## src/rtl/gray_rx_monitor.sv

```systemverilog
// ---------------------------------------------------------------------------
// gray_rx_monitor
//
// Receives a 4-bit Gray-coded count from an upstream counter that may run in
// another clock domain. The count passes through a synchroniser, is decoded
// to binary and then checked from cycle to cycle. A clean advance of +1
// raises a step pulse. The 15 -> 0 advance also raises a wrap pulse. Any
// other non-zero change raises an err pulse.
//
// Parameters
//   SYNC_STAGES  synchroniser depth on gray_in. Legal values are 2 and 3.
//
// Ports
//   clk       in   1  single clock; all state changes on its rising edge
//   rst_n     in   1  synchronous active-low reset
//   gray_in   in   4  Gray-coded count, may be asynchronous to clk
//   clr       in   1  synchronous clear of err_flag, lap_cnt and err_cnt
//   bin_out   out  4  decoded binary value of the synchronised count
//   valid     out  1  bin_out holds a real sample and checking is active
//   step      out  1  one-cycle pulse: value advanced by exactly +1
//   wrap      out  1  one-cycle pulse: that +1 advance was 15 -> 0
//   err       out  1  one-cycle pulse: value changed by anything but 0/+1
//   err_flag  out  1  sticky error indicator
//   lap_cnt   out  8  number of wraps, modulo 256
//   err_cnt   out  8  number of errors, saturating at 255
//
// Configuration macro
//   GRAY_RX_MONITOR_ERR_CNT_EN  when defined, err_cnt is a saturating counter.
//                               When undefined, err_cnt is tied to zero and
//                               no counter flops exist.
// ---------------------------------------------------------------------------
module gray_rx_monitor #(
    parameter int SYNC_STAGES = 2
) (
    input  logic       clk,
    input  logic       rst_n,
    input  logic [3:0] gray_in,
    input  logic       clr,
    output logic [3:0] bin_out,
    output logic       valid,
    output logic       step,
    output logic       wrap,
    output logic       err,
    output logic       err_flag,
    output logic [7:0] lap_cnt,
    output logic [7:0] err_cnt
);

    // The fill counter reaches SYNC_STAGES on the edge just before valid
    // rises. For the legal depths (2 and 3), two bits are enough.
    localparam logic [1:0] FILL_LAST = 2'(SYNC_STAGES);

    logic [3:0] sync_q [SYNC_STAGES];
    logic [3:0] dec;
    logic [3:0] delta;

    logic [3:0] bin_out_q;
    logic       valid_q;
    logic [1:0] fill_q;
    logic       step_q,     step_d;
    logic       wrap_q,     wrap_d;
    logic       err_q,      err_d;
    logic       err_flag_q, err_flag_d;
    logic [7:0] lap_cnt_q,  lap_cnt_d;

    // Plain flop chain with no logic between the stages, so that only the
    // first flop can ever go metastable.
    always_ff @(posedge clk) begin
        if (!rst_n) begin
            for (int i = 0; i < SYNC_STAGES; i++) begin
                sync_q[i] <= '0;
            end
        end else begin
            sync_q[0] <= gray_in;
            for (int i = 1; i < SYNC_STAGES; i++) begin
                sync_q[i] <= sync_q[i-1];
            end
        end
    end

    // Gray to binary: each binary bit is the XOR of all Gray bits at or
    // above it. It is written out flat so the vector never feeds itself.
    always_comb begin
        dec   = {sync_q[SYNC_STAGES-1][3],
                 ^sync_q[SYNC_STAGES-1][3:2],
                 ^sync_q[SYNC_STAGES-1][3:1],
                 ^sync_q[SYNC_STAGES-1][3:0]};
        delta = dec - bin_out_q;
    end

    // Event classification and statistics next state. Events are only
    // judged once valid is already high. That way the first decoded sample
    // after reset is never compared against the reset value of bin_out.
    // clr wins over a same-cycle event for the statistics, but the pulses
    // are still issued.
    always_comb begin
        step_d     = 1'b0;
        wrap_d     = 1'b0;
        err_d      = 1'b0;
        err_flag_d = err_flag_q;
        lap_cnt_d  = lap_cnt_q;

        if (valid_q) begin
            if (delta == 4'd1) begin
                step_d = 1'b1;
                wrap_d = (bin_out_q == 4'd15);
            end else if (delta != 4'd0) begin
                err_d = 1'b1;
            end
        end

        if (clr) begin
            err_flag_d = 1'b0;
            lap_cnt_d  = 8'd0;
        end else begin
            if (err_d) begin
                err_flag_d = 1'b1;
            end
            if (wrap_d) begin
                lap_cnt_d = lap_cnt_q + 8'd1;
            end
        end
    end

    // Decoded value, fill counter, pulses and statistics registers.
    always_ff @(posedge clk) begin
        if (!rst_n) begin
            bin_out_q  <= '0;
            valid_q    <= 1'b0;
            fill_q     <= '0;
            step_q     <= 1'b0;
            wrap_q     <= 1'b0;
            err_q      <= 1'b0;
            err_flag_q <= 1'b0;
            lap_cnt_q  <= '0;
        end else begin
            bin_out_q  <= dec;
            step_q     <= step_d;
            wrap_q     <= wrap_d;
            err_q      <= err_d;
            err_flag_q <= err_flag_d;
            lap_cnt_q  <= lap_cnt_d;
            if (!valid_q) begin
                if (fill_q == FILL_LAST) begin
                    valid_q <= 1'b1;
                end else begin
                    fill_q <= fill_q + 2'd1;
                end
            end
        end
    end

`ifdef GRAY_RX_MONITOR_ERR_CNT_EN
    logic [7:0] err_cnt_q, err_cnt_d;

    // The error counter holds at 255 rather than rolling over, so a burst
    // of errors can never make the counter read a small value.
    always_comb begin
        err_cnt_d = err_cnt_q;
        if (clr) begin
            err_cnt_d = 8'd0;
        end else if (err_d && (err_cnt_q != 8'hFF)) begin
            err_cnt_d = err_cnt_q + 8'd1;
        end
    end

    always_ff @(posedge clk) begin
        if (!rst_n) begin
            err_cnt_q <= '0;
        end else begin
            err_cnt_q <= err_cnt_d;
        end
    end

    assign err_cnt = err_cnt_q;
`else
    assign err_cnt = 8'd0;
`endif

    assign bin_out  = bin_out_q;
    assign valid    = valid_q;
    assign step     = step_q;
    assign wrap     = wrap_q;
    assign err      = err_q;
    assign err_flag = err_flag_q;
    assign lap_cnt  = lap_cnt_q;

endmodule

```

## config.mk

```make
export PLATFORM = sky130hd
export DESIGN_NAME = gray_rx_monitor
export DESIGN_NICKNAME = d
export VERILOG_FILES = /design/src/rtl/gray_rx_monitor.sv
export SDC_FILE = /design/constraint.sdc
export NUM_CORES = 1
export LEC_CHECK = 0
export BUFFER_PORTS_ARGS = -buffer_cell sky130_fd_sc_hd__buf_2
export CORE_AREA = 5 5 58 60
export DETAILED_ROUTE_END_ITERATION = 8
export DIE_AREA = 0 0 63 65
export GPL_TIMING_DRIVEN = 0
export PLACE_DENSITY = 0.72
export SYNTH_ARGS = -nofsm -noshare
export SYNTH_HDL_FRONTEND = slang
export SYNTH_SLANG_ARGS = --single-unit
```

## constraint.sdc

```tcl
create_clock -name clk -period 2.9 [get_ports clk]
set_input_delay 0.58 -clock clk [delete_from_list [all_inputs] [get_ports clk]]
set_output_delay 0.58 -clock clk [all_outputs]
set_load 0.05 [all_outputs]
```

==> results of run 1 <==
## cells by family after synthesis
family,Yosys count,synth area share (%)
AND/OR/NAND/NOR,48,24.4
flip-flops,27,44.1
AO/OA/AOI/OAI,19,9.69
buffers and inverters,18,9.18
XOR/XNOR,6,4.90
adder cells (fa/ha/maj),5,5.71
multiplexers,2,1.73
other,1,0.306
## per-layer routing
| layer | wire length [um] | share of wire, % |
|---|---|---|
| met4 | 46 | 1.9 |
| met5 | 0 | 0 |
| met1 | 1040 | 42 |
| met2 | 1230 | 50 |
| met3 | 156 | 6.3 |
## power by group through the flow
stage / logic, mW / clock network, mW / registers (mW)
floorplan: 0.156 / 0 / 0.460
global placement: 0.228 / 0 / 0.423
detailed placement: 0.235 / 0 / 0.425
CTS: 0.239 / 0.169 / 0.417
global route: 0.292 / 0.189 / 0.422
finish: 0.271 / 0.163 / 0.418
## state kept, by name (all words and copies together) (netlist names)
register and cells:
fill_q 2, sync_q 8, bin_out 4, step 1, lap_cnt 8, err_flag 1
err 1, wrap 1, valid 1
## repair_timing
action,in CTS,in global routing
resized for setup,4,21
buffers inserted,1,2
pin swaps,1,13
setup endpoints to repair,9,9
gates cloned,0,1
## placed cells by master (no fill, tap or decap), types with 4 or more instances in the layout
| cell | count |
|---|---|
| sky130_fd_sc_hd__conb_1 | 8 |
| sky130_fd_sc_hd__nand2b_1 | 4 |
| sky130_fd_sc_hd__buf_2 | 23 |
| sky130_fd_sc_hd__and2_1 | 12 |
| sky130_fd_sc_hd__inv_1 | 4 |
| sky130_fd_sc_hd__nor2b_1 | 4 |
| sky130_fd_sc_hd__o31ai_1 | 5 |
| sky130_fd_sc_hd__dfxtp_1 | 25 |
| sky130_fd_sc_hd__a21oi_2 | 5 |
| sky130_fd_sc_hd__buf_4 | 13 |
## worst max-delay path, delay by kind of cell, from the launching register on
family	cells	cell delay [ps]
AOI/OAI and AO/OA	1	120
and+or+nand+nor	3	920
adders and majority gates	2	760
DFF	1	400
xor gates and xnor gates	3	530
## path summary, 6_finish.rpt
kind,startpoint,endpoint,depth (start not counted)
worst min register to register,sync_q[0][0]$_SDFF_PN0_,sync_q[0][4]$_SDFF_PN0_,1
worst max register to register,sync_q[0][7]$_SDFF_PN0_,lap_cnt[7]$_SDFFE_PP0P_,9
worst min-delay path,gray_in[2],sync_q[0][2]$_SDFF_PN0_,2
worst max-delay path,sync_q[0][7]$_SDFF_PN0_,lap_cnt[7]$_SDFFE_PP0P_,9
## area by class of cell
class | count | area [um^2] | share of cell area, %
Sequential cell | 27 | 546 | 34.9
Buffer | 13 | 97.6 | 6.25
Timing Repair Buffer | 27 | 145 | 9.29
Tap cell | 33 | 41.3 | 2.64
Multi-Input combinational cell | 88 | 691 | 44.2
Clock buffer | 4 | 26.3 | 1.68
Inverter | 4 | 15.0 | 0.962
## through the flow
| stage | utilization [%] | setup TNS [ps] | setup WS, ps |
|---|---|---|---|
| 6_report | 54.3 | 0 | 97.0 |
| 5_1_grt | 54.3 | -50.8 | -23.2 |
| 4_1_cts | 50.4 | 0 | 59.8 |
| 3_5_place_dp | 49.0 | -1440 | -240 |
| 3_3_place_gp | 49.0 | -1050 | -200 |
| 2_1_floorplan | - | 0 | 76.6 |
==> impl_metrics.env, run 1 <==
export IMPL_fin_area_um2=1560
export IMPL_slew_limit_headroom_pct=64.0
export IMPL_seqPwrFrac_pct=49.0
export IMPL_placeableCoreArea_um2=2880
export IMPL_count_of_non_filler_cells_in_the_finished_layout=196
export IMPL_synth_cell_types=35
export IMPL_power_density_cell_area_nw_per_um2=546
export IMPL_design_die_area_um2=4100
export IMPL_global_route_wire_length_before_repair_um=3970
export IMPL_gr_usage_all_layers_pct=12.1
export IMPL_synth_edf_count=0
export IMPL_total_power_mw=0.852
export IMPL_setup_reg_to_reg_worst_slack_ps=100
export IMPL_critPathRequiredTime_ps=3170
export IMPL_drt_initial_drc_count=15
export IMPL_ranking_of_synthesized_cells_by_area="sky130_fd_sc_hd__dfxtp_1 44%, sky130_fd_sc_hd__and2_1 6.1%, sky130_fd_sc_hd__buf_4 4.9%"
export IMPL_finalHoldViolations=0
export IMPL_routed_wl_um=2480
export IMPL_core_rowCount=20
export IMPL_clkSlewWorstSetupHoldPaths_ps=140
export IMPL_post_drt_wl_per_cell_um=12.6
export IMPL_yosysTopAreaCell="sky130_fd_sc_hd__dfxtp_1"
export IMPL_startpoint_type="flip-flop"
export IMPL_holdCritPathClass="in2reg"
export IMPL_internal_power_mw=0.567
export IMPL_portBuffers=23
export IMPL_p_switching_mw=0.285
export IMPL_whs_ps=442
export IMPL_total_half_perimeter_wirelength_after_legalization_and_detailed_placement_um=1790
export IMPL_switching_part_of_the_total_pct=33.5
export IMPL_max_cap_violations=0
export IMPL_dieHeight_um=65
export IMPL_die_w_um=63
export IMPL_place_area_um2=1410
export IMPL_setup_worst_path_class="reg2reg"
export IMPL_diodes_inserted=0
export IMPL_finalSetupViolCount=0
export IMPL_cts_hold_buf=0
export IMPL_synth_sequential_area_ratio_pct=44.1
export IMPL_tritoncts="yes"
export IMPL_place_congestion=0.801
export IMPL_clockRootBuffer="sky130_fd_sc_hd__clkbuf_4"
export IMPL_power_frac_clock_pct=19.1
export IMPL_grt_antenna_before_repair=0
export IMPL_max_freq_mhz=357
export IMPL_vias_in_the_first_global_route=904
export IMPL_drt_pass1_iter_count=4
export IMPL_finalCriticalPeriod_ps=2800
export IMPL_cpMostUsedCell="sky130_fd_sc_hd__xnor2_2"
export IMPL_area_growth_syn_to_layout_pct=27.3
export IMPL_clock_latency_ps=330
export IMPL_grt_util_met3_pct=3.47
export IMPL_power_leakage_nw=0.675
export IMPL_asyncSetResetFlopFracSynth_pct=0
export IMPL_grt_max_degree=15
export IMPL_vias_per_cell=5.07
export IMPL_boundary_pin_count=32
export IMPL_grt_busiest_layer="met2"
export IMPL_cts_htree_levels=1
export IMPL_cts_inserted_buffers=3
export IMPL_worst_clock_skew_ps=6.42
export IMPL_ys_ff_latch=27
export IMPL_ant_nets=0
export IMPL_via_count=994
export IMPL_layout_nets=176
export IMPL_tightestPinTransition_ps=540
export IMPL_grt_util_met1_pct=13.0
export IMPL_postSynthCellCount=126
export IMPL_rsz0062_at_grt="yes"
export IMPL_crit_path_cell_trace="xnor2_4, xnor2_2, xnor2_2, ha_2, fa_2, nand3b_1, or2_4, or4_4, a21oi_2"
export IMPL_drive_above_1_share_pct=37.4
export IMPL_synth_top_area_share_pct=44.1
export IMPL_post_place_cells=189
export IMPL_ys_dominant_reg_cell="sky130_fd_sc_hd__dfxtp_1"
export IMPL_overflow=0
export IMPL_post_synth_cell_area_avg_um2=9.73
export IMPL_share_comb_of_total_power_pct=31.8
export IMPL_path_max_fanout=8
export IMPL_initial_utilization_pct=42.6
export IMPL_synth_yosys_warnings=0
export IMPL_clockBufferDepth=2
export IMPL_max_stage_delay_ps=550
export IMPL_timing_max_transition_violations_final=0
export IMPL_timing_critical_path_to_type="flip-flop"
export IMPL_timing_critical_path_slowest_stage_cell="sky130_fd_sc_hd__fa_2"
export IMPL_clock_sinks=27
export IMPL_power_ir_vdd_worst_mv=0.376
export IMPL_synth_common_cells="27 x sky130_fd_sc_hd__dfxtp_1, 12 x sky130_fd_sc_hd__and2_1, 8 x sky130_fd_sc_hd__a21oi_1, 8 x sky130_fd_sc_hd__buf_4"
export IMPL_global_route_usage_met2_pct=21.8
export IMPL_synth_most_common_cell="sky130_fd_sc_hd__dfxtp_1"
export IMPL_fill_cells=263
export IMPL_finalCritPeriodShare_pct=96.7
export IMPL_cp_arrival_ps=3070
export IMPL_synthesis_area_um2=1230
export IMPL_status="completed"
export IMPL_detail_route_drc_violations=0
No activity file was read; power rests on OpenSTA's default activity.
==> inputs of run 2 (changes only) <==
--- a/config.mk
+++ b/config.mk
@@ -6,9 +6,9 @@
 export NUM_CORES = 1
 export LEC_CHECK = 0
 export BUFFER_PORTS_ARGS = -buffer_cell sky130_fd_sc_hd__buf_2
-export CORE_AREA = 5 5 58 60
+export CORE_AREA = 2 2 55 57
 export DETAILED_ROUTE_END_ITERATION = 8
-export DIE_AREA = 0 0 63 65
+export DIE_AREA = 0 0 57 59
 export GPL_TIMING_DRIVEN = 0
 export PLACE_DENSITY = 0.72
 export SYNTH_ARGS = -nofsm -noshare
==> impl_metrics.env, run 2 (synthesized netlist as in run 1, its figures left out) <==
export IMPL_finalHoldViolations=0
export IMPL_layout_cells_most_common_list="25 x sky130_fd_sc_hd__dfxtp_1, 24 x sky130_fd_sc_hd__buf_2, 15 x sky130_fd_sc_hd__buf_4"
export IMPL_vias_per_cell=5.11
export IMPL_clockRootBuffer="sky130_fd_sc_hd__clkbuf_4"
export IMPL_initial_utilization_pct=45.2
export IMPL_vias_in_the_first_global_route=900
export IMPL_drive_above_1_share_pct=35.5
export IMPL_startpoint_type="flip-flop"
export IMPL_finalSetupViolCount=0
export IMPL_holdCritPathClass="in2reg"
export IMPL_status="completed"
export IMPL_timing_critical_path_to_type="flip-flop"
export IMPL_placeableCoreArea_um2=2710
export IMPL_timing_critical_path_slowest_stage_cell="sky130_fd_sc_hd__or4_1"
export IMPL_clkSlewWorstSetupHoldPaths_ps=160
export IMPL_portBuffers=23
export IMPL_place_worst_setup_slack_ps=-273
export IMPL_setup_worst_path_start="sync_q[0][6]$_SDFF_PN0_"
export IMPL_fin_ws_ps=84.2
export IMPL_global_route_wire_length_before_repair_um=3780
export IMPL_die_w_um=57
export IMPL_gr_usage_all_layers_pct=14.3
export IMPL_layout_nets=179
export IMPL_worst_clock_skew_ps=7.59
export IMPL_cpMostUsedCell="sky130_fd_sc_hd__xnor2_4"
export IMPL_core_rowCount=19
export IMPL_diodes_inserted=0
export IMPL_power_leakage_nw=0.691
export IMPL_clock_sinks=27
export IMPL_grt_antenna_before_repair=0
export IMPL_total_half_perimeter_wirelength_after_legalization_and_detailed_placement_um=1720
export IMPL_cp_arrival_ps=3090
export IMPL_area_growth_syn_to_layout_pct=28.1
export IMPL_boundary_pin_count=32
export IMPL_max_stage_delay_ps=500
export IMPL_cts_htree_levels=1
export IMPL_fill_cells=246
export IMPL_overflow=0
export IMPL_post_drt_wl_per_cell_um=12.9
export IMPL_reg_area_um2=546
export IMPL_cts_inserted_buffers=3
export IMPL_detail_route_drc_violations=0
export IMPL_fin_area_um2=1570
export IMPL_most_common_library_cell_in_the_layout_ignoring_fill_and_taps="sky130_fd_sc_hd__dfxtp_1"
export IMPL_tritoncts="yes"
export IMPL_design_die_area_um2=3360
export IMPL_via_count=1007
export IMPL_min_delay_start="gray_in[1]"
export IMPL_path_max_fanout=5
export IMPL_drt_pass1_iter_count=4
export IMPL_power_ir_vdd_worst_mv=0.518
export IMPL_finalCritPeriodShare_pct=97.1
export IMPL_dieHeight_um=59
export IMPL_timing_max_transition_violations_final=0
export IMPL_finalCriticalPeriod_ps=2820
export IMPL_grt_max_degree=18
export IMPL_clock_latency_ps=330
export IMPL_multi_input_area_um2=677
export IMPL_power_density_cell_area_nw_per_um2=558
export IMPL_setup_worst_path_class="reg2reg"
export IMPL_ant_nets=0
export IMPL_place_congestion=0.780
export IMPL_max_freq_mhz=355
export IMPL_critPathRequiredTime_ps=3170
export IMPL_whs_ps=435
export IMPL_max_cap_violations=0
export IMPL_drt_initial_drc_count=15
export IMPL_crit_path_cell_trace="xnor2_4, xnor2_4, xnor2_2, ha_2, fa_2, nor2b_1, mux2_4, a32oi_4, buf_6, or4_1, a21oi_1"
export IMPL_place_area_um2=1410
export IMPL_routed_wl_um=2540
export IMPL_clockBufferDepth=2
export IMPL_r2r_start="sync_q[0][6]$_SDFF_PN0_"
==> run 2: cell count changes in the layout (fill, tap and decap cells not counted), moves of 2 or more <==
cell                      previous run  this run
sky130_fd_sc_hd__a21oi_2             5         1
sky130_fd_sc_hd__a21oi_1             3         7
sky130_fd_sc_hd__or4_4               3         1
sky130_fd_sc_hd__buf_4              13        15
sky130_fd_sc_hd__or4_1               3         5
==> run 2: final cells by class <==
type	instances	share of cell area [%]
clock buffers	3	1.43
multi-input cells	88	43.1
inverters	4	0.956
well taps	31	2.47
flip-flops and latches	27	34.7
clock inverters	1	0.558
repair buffers	30	10.5
plain buffers	13	6.22
==> run 2: metrics by stage <==
step           TNS (ps)  total power [mW]  util, %  instances
3_3_place_gp      -1020             0.650     51.9        187
3_5_place_dp      -1710             0.660     51.9        187
2_1_floorplan         0             0.615        -        133
6_report              0             0.876     57.9        197
5_1_grt            -153             0.922     57.9        197
4_1_cts               0             0.839     53.9        192
==> run 2: power by group <==
part           leakage, nW  internal, mW  switching, mW  total, mW
Combinational        0.451         0.119          0.161      0.280
Sequential           0.222         0.399         0.0191      0.418
Clock               0.0183        0.0563          0.121      0.178
==> run 2: worst max-delay path, delay by kind of cell, from the launching register on <==
kind	cells	cell delay, ps
AOI/OAI and AO/OA	2	280
xor gates and xnor gates	3	520
adders and majority gates	2	590
buffers and inverters	1	160
DFF	1	400
muxes	1	180
and+or+nand+nor	2	640
==> run 2: metal layers <==
| metal | global-route usage, % | up-vias | share of wire (%) |
|---|---|---|---|
| li1 | - | 497 | - |
| met1 | 15.0 | 469 | 40 |
| met2 | 27.6 | 41 | 53 |
| met3 | 5.24 | 0 | 7.3 |
| met4 | 2.33 | 0 | 0 |
| met5 | 0 | - | 0 |
==> run 2: repair_timing <==
item	4_1_cts	5_1_grt
setup buffers	2	4
gates cloned	0	1
pin swaps	1	6
hold buffers	0	0
setup endpoints to repair	9	9
resized for setup	4	16
==> run 2: final timing paths <==
path                                           endpoint  cells past startpoint  slack [ps]
worst max-delay path            lap_cnt[6]$_SDFFE_PP0P_                     11          80
worst min-delay path            sync_q[0][1]$_SDFF_PN0_                      2         440
worst max register to register  lap_cnt[6]$_SDFFE_PP0P_                     11          80
worst min register to register  sync_q[0][6]$_SDFF_PN0_                      1         450
